--- src/rtl/uart_tx_arbiter.sv ---
// Two-requester round-robin arbiter in front of a single uartTx memory-mapped slave.
// Optional BUSY watchdog enabled by defining UART_ARB_TIMEOUT_EN.
module uart_tx_arbiter #(
    parameter int unsigned TIMEOUT_CYCLES = 255
) (
    input  logic        clk,
    input  logic        resetn,

    input  logic        m0_mem_valid,
    input  logic        m0_mem_instr,
    input  logic [3:0]  m0_mem_wstrb,
    input  logic [31:0] m0_mem_wdata,
    input  logic [31:0] m0_mem_addr,
    output logic        m0_mem_ready,
    output logic [31:0] m0_mem_rdata,

    input  logic        m1_mem_valid,
    input  logic        m1_mem_instr,
    input  logic [3:0]  m1_mem_wstrb,
    input  logic [31:0] m1_mem_wdata,
    input  logic [31:0] m1_mem_addr,
    output logic        m1_mem_ready,
    output logic [31:0] m1_mem_rdata,

    output logic        s_enable,
    output logic        s_mem_valid,
    output logic        s_mem_instr,
    output logic [3:0]  s_mem_wstrb,
    output logic [31:0] s_mem_wdata,
    output logic [31:0] s_mem_addr,
    input  logic        s_mem_ready,
    input  logic [31:0] s_mem_rdata,

    output logic        timeout
);

    typedef enum logic [1:0] {
        IDLE  = 2'd0,
        BUSY0 = 2'd1,
        BUSY1 = 2'd2
    } state_t;

    state_t r_state;
    logic   r_last;
    logic   r_just_done;

    logic   w_busy;
    logic   w_sel;
    logic   w_valid_sel;
    logic   w_elig0;
    logic   w_elig1;
    logic   w_done;
    logic   w_to;
    logic   w_finish;

    assign w_busy      = (r_state == BUSY0) || (r_state == BUSY1);
    assign w_sel       = (r_state == BUSY1);
    assign w_valid_sel = w_sel ? m1_mem_valid : m0_mem_valid;

    // The requester just completed (always the one `last` points at) sits out one IDLE cycle.
    assign w_elig0 = m0_mem_valid && !(r_just_done && !r_last);
    assign w_elig1 = m1_mem_valid && !(r_just_done &&  r_last);

    // A dropped request aborts silently, so completion also requires the requester still valid.
    assign w_done   = w_busy && w_valid_sel && s_mem_ready;
    assign w_finish = w_done || w_to;

`ifdef UART_ARB_TIMEOUT_EN
    localparam int unsigned CNT_W = (TIMEOUT_CYCLES >= 256) ? $clog2(TIMEOUT_CYCLES + 1) : 8;

    logic [CNT_W-1:0] r_cnt;

    assign w_to = w_busy && w_valid_sel && !s_mem_ready
                  && (r_cnt == CNT_W'(TIMEOUT_CYCLES - 1));
`else
    logic w_unused_timeout_param;

    assign w_unused_timeout_param = ^32'(TIMEOUT_CYCLES);
    assign w_to = 1'b0;
`endif

    // Arbitration state, last-granted pointer and one-cycle post-completion block.
    always_ff @(posedge clk or negedge resetn) begin
        if (!resetn) begin
            r_state     <= IDLE;
            r_last      <= 1'b1;
            r_just_done <= 1'b0;
`ifdef UART_ARB_TIMEOUT_EN
            r_cnt       <= '0;
`endif
        end else begin
            case (r_state)
                IDLE: begin
                    r_just_done <= 1'b0;
`ifdef UART_ARB_TIMEOUT_EN
                    r_cnt       <= '0;
`endif
                    if (w_elig0 && w_elig1) begin
                        r_state <= r_last ? BUSY0 : BUSY1;
                    end else if (w_elig0) begin
                        r_state <= BUSY0;
                    end else if (w_elig1) begin
                        r_state <= BUSY1;
                    end
                end
                BUSY0, BUSY1: begin
                    if (!w_valid_sel) begin
                        r_state     <= IDLE;
                        r_just_done <= 1'b0;
                    end else if (w_finish) begin
                        r_state     <= IDLE;
                        r_last      <= w_sel;
                        r_just_done <= 1'b1;
                    end else begin
`ifdef UART_ARB_TIMEOUT_EN
                        r_cnt <= r_cnt + CNT_W'(1);
`endif
                    end
                end
                default: begin
                    r_state     <= IDLE;
                    r_just_done <= 1'b0;
                end
            endcase
        end
    end

    // Slave-side forwarding and requester responses follow the current grant combinationally.
    always_comb begin
        s_enable     = 1'b0;
        s_mem_valid  = 1'b0;
        s_mem_instr  = 1'b0;
        s_mem_wstrb  = 4'h0;
        s_mem_wdata  = 32'h0;
        s_mem_addr   = 32'h0;
        m0_mem_ready = 1'b0;
        m0_mem_rdata = 32'h0;
        m1_mem_ready = 1'b0;
        m1_mem_rdata = 32'h0;
        timeout      = w_to;

        if (w_busy) begin
            s_enable = 1'b1;
            if (w_sel) begin
                s_mem_valid = m1_mem_valid;
                s_mem_instr = m1_mem_instr;
                s_mem_wstrb = m1_mem_wstrb;
                s_mem_wdata = m1_mem_wdata;
                s_mem_addr  = m1_mem_addr;
                m1_mem_ready = w_finish;
                m1_mem_rdata = w_done ? s_mem_rdata : 32'h0;
            end else begin
                s_mem_valid = m0_mem_valid;
                s_mem_instr = m0_mem_instr;
                s_mem_wstrb = m0_mem_wstrb;
                s_mem_wdata = m0_mem_wdata;
                s_mem_addr  = m0_mem_addr;
                m0_mem_ready = w_finish;
                m0_mem_rdata = w_done ? s_mem_rdata : 32'h0;
            end
        end
    end

endmodule

--- config.mk ---
export PLATFORM = sky130hd
export DESIGN_NAME = uart_tx_arbiter
export DESIGN_NICKNAME = d
export VERILOG_FILES = /design/src/rtl/uart_tx_arbiter.sv
export SDC_FILE = /design/constraint.sdc
export NUM_CORES = 1
export LEC_CHECK = 0
export ABC_CLOCK_PERIOD_IN_PS = 2000
export BUFFER_PORTS_ARGS = -buffer_cell sky130_fd_sc_hd__buf_2
export CORE_AREA = 4 4 119 121
export CTS_CLUSTER_DIAMETER = 100
export DETAILED_ROUTE_END_ITERATION = 8
export DIE_AREA = 0 0 123 125
export HOLD_SLACK_MARGIN = 0.03
export PLACE_DENSITY = 0.55
export SLEW_MARGIN = 30
export SYNTH_ARGS = -nofsm -noshare
export SYNTH_HDL_FRONTEND = slang
export SYNTH_SLANG_ARGS = --single-unit
--- constraint.sdc ---
create_clock -name clk -period 2 [get_ports clk]
set_input_delay 0.2 -clock clk [delete_from_list [all_inputs] [get_ports clk]]
set_output_delay 0.2 -clock clk [all_outputs]
set_load 0.005 [all_outputs]
==> results.py <==
metrics = {
    "outcome": {
        "status": "finished, violations left",
        "violations": "setup timing",
    },
    "floorplanning": {
        "die_h_um": 125,
        "core-area_sq_um": 13100,
        "initial_core_util_pct": 14.9,
        "placementRows": 42,
        "die_width_um": 123,
        "pin_count": 313,
        "dieArea_sq_um": 15400,
    },
    "synth": {
        "ys_warn_count": 0,
        "synth_mux_area_share_pct": 36.0,
        "synth_area_leaders": "mux2i_1 36%, nor2b_1 22%, and2_1 21%, dfrtp_1 3.9%, buf_6 2.3%",
        "yosys.area.top_type": "mux2i_1",
        "ys_types": 28,
        "yosysSeqAreaShare_pct": 5.21,
        "yosys-top-cells-count": "70 x mux2i_1, 70 x nor2b_1, 64 x and2_1",
        "synth_seq_cells": 4,
        "synthSimpleGateAreaFrac_pct": 46.9,
        "synth_top_family_by_area": "simple AND/OR/NAND/NOR gates",
        "synthAdderAreaFrac_pct": 1.29,
        "synthFlopType": "dfrtp_1",
        "syn_area_per_cell_sq_um": 7.60,
        "synthArstFlopShare_pct": 100,
        "syn_inst": 256,
        "synth_compound_area_share_pct": 3.08,
        "syn_area_sq_um": 1950,
        "synth-edff-count": 0,
        "netlist.area_leader.share_pct": 36.0,
        "synth_xor_area_share_pct": 0,
        "syn_nets": 433,
    },
    "drt": {
        "viasPerCell": 3.87,
        "drt_wl_total_mm": 10.3,
        "via_count": 2878,
        "ant_nets": 0,
        "drt_iter0_drc": 24,
        "wire_per_inst_um": 13.8,
        "dr.pass1.iters": 4,
        "drc": 0,
    },
    "cells_and_area": {
        "postLayoutCellArea_sq_um": 4050,
        "final_core_util_pct": 31.0,
        "n_fill_cell": 1396,
        "area_delta_synth_final_pct": 108,
        "diodes": 0,
        "drive_gt1_share_pct": 62.1,
        "fin_nets": 746,
    },
    "cts": {
        "clkTransAtPathRegs_ns": 0.03,
        "numCtsBuffers": 3,
        "cts_tree": "done",
        "cts_sinks": 4,
        "cts-htree-levels": 1,
        "clk-insertion-delay-late_ns": 0.23,
        "cts_buffer_depth": 2,
        "clock-root-buffer": "clkbuf_16",
    },
    "global_routing": {
        "grt_pass1_vias": 2694,
        "grt_pass1_wl_mm": 13.6,
        "grt_max_degree": 40,
        "grt_overflow": 0,
        "antenna_found_initial": 0,
        "grt_usage_pct": 11.0,
    },
    "sta": {
        "setup_viol": 15,
        "clock.fmax_mhz": 493,
        "hold_viol": 0,
        "fin_crit_ns": 2.03,
        "rsz0062_at_grt": "true",
        "post-route-period-util_pct": 101,
        "skew_ns": 0.00367,
        "maxSlewViolCount": 0,
        "worst_slack_ns": -0.0268,
    },
    "critical_path": {
        "critPathBufInv": 4,
        "worstPathArrival_ns": 1.83,
        "worst_setup_path_end_kind": "output port",
        "reg2regPathDepth": 6,
        "path_max_fanout": 5,
        "crit_type": "flop to output port",
        "critical_path.top_delay_family": "buffers and inverters",
        "path_cells": "inv_2 > ha_4 > nand2_4 > nor3b_4 > buf_6 > clkbuf_16 > and2_4 > buf_6",
        "worstSetupStartpointType": "flop",
        "r2r_slack_ns": 0.30,
        "crit_end": "m0_mem_rdata[19]",
        "critPathSlowestCell": "dfrtp_1",
        "worstReg2RegEnd": "r_state[0]",
        "r2r_start": "r_state[1]",
        "crit_path_frequent_cell": "buf_6",
        "cp.depth": 8,
        "cpPeakStageDelay_ns": 0.40,
        "crit_start": "r_state[1]",
        "required_ns": 1.80,
    },
    "placement": {
        "dp_slack_ns": 0.235,
        "dp_hpwl_mm": 8.31,
        "numPortBuffers": 311,
        "place_area_sq_um": 3720,
        "gp_congestion": 0.817,
    },
    "power": {
        "p_sw_w": 0.00154,
        "p_seq_share_pct": 4.3,
        "swShare_pct": 41.5,
        "p_clk_share_pct": 8.8,
        "ir_worst_vdd_uv": 296,
        "powerDensity_nw_per_um2": 913,
        "power.internal_w": 0.00217,
        "p_leak_nw": 2.30,
        "p_comb_share_pct": 86.8,
    },
    "flow_run": {
        "drv_cap": 0,
    },
    "min_path": {
        "hold_class": "primary input to flop",
    },
}
-- final cells by class --
| type | instances | area, sq um | area share [%] |
|---|---|---|---|
| Multi-Input combinational cell | 227 | 1760 | 43.5 |
| Tap cell | 176 | 220 | 5.43 |
| Clock buffer | 4 | 78.8 | 1.94 |
| Sequential cell | 4 | 101 | 2.50 |
| Timing Repair Buffer | 331 | 1880 | 46.4 |
| Inverter | 2 | 7.51 | 0.185 |
-- layer usage --
layer / GRT usage (%) / up-vias / part of all wire, %
met5: 0 / - / 0
met4: 1.69 / 0 / 0.68
met3: 2.44 / 6 / 11
met2: 21.9 / 172 / 52
met1: 11.7 / 1245 / 36
li1: - / 1455 / -
-- power groups by stage --
stage	Sequential (W)	Combinational (W)	Clock [W]
floorplan	0.000146	0.00177	0
global placement	0.000158	0.00299	0
detailed placement	0.000158	0.00297	0
CTS	0.000157	0.00299	0.000328
global route	0.000165	0.00353	0.000337
finish	0.000161	0.00321	0.000327
-- placed cells by master, fill, tap and decap left out, types with 2 or more instances in the layout --
cell       count
and2_4        11
buf_12         4
buf_2        300
nor2b_1       70
o21ai_0        2
a21o_1         2
clkbuf_16      5
mux2i_1       70
nor2_1         4
dfrtp_1        3
buf_6         14
inv_2          2
and2_1        53
ha_4           2
buf_4          9
-- registers in the layout (all words and copies together) (netlist names) --
| register | flops |
|---|---|
| r_last | 1 |
| r_just_done | 1 |
| r_state | 2 |
-- worst min path at each step --
stage,cells after the start,to,startpoint
4_1_cts,2,r_just_done,s_mem_ready
6_report,2,r_just_done,s_mem_ready
3_5_place_dp,1,r_just_done,resetn
5_1_grt,3,r_last,s_mem_ready
2_1_floorplan,0,r_just_done,resetn
3_3_place_gp,1,r_just_done,resetn
-- repair_timing --
action	CTS	global route
hold endpoints to repair	4	0
hold buffers	1	0
setup buffers	0	6
resized for setup	0	30
setup endpoints to repair	0	73
-- kinds of logic after synthesis --
| family | Yosys count |
|---|---|
| flops | 4 |
| compound gates | 9 |
| other cells | 1 |
| simple gates | 145 |
| mux | 70 |
| buf+inv | 25 |
| fa+ha+maj | 2 |
-- per-stage QoR --
step                hold slack (ns)  power (W)  TNS, ns  instances
floorplan                   -0.0956    0.00191        0        256
global placement             0.0158    0.00315        0        729
detailed placement           0.0135    0.00313        0        729
CTS                           0.277    0.00348        0        734
global route                  0.307    0.00403    -1.24        744
finish                        0.293    0.00370   -0.280        744
No activity file was read; power rests on OpenSTA's default activity.
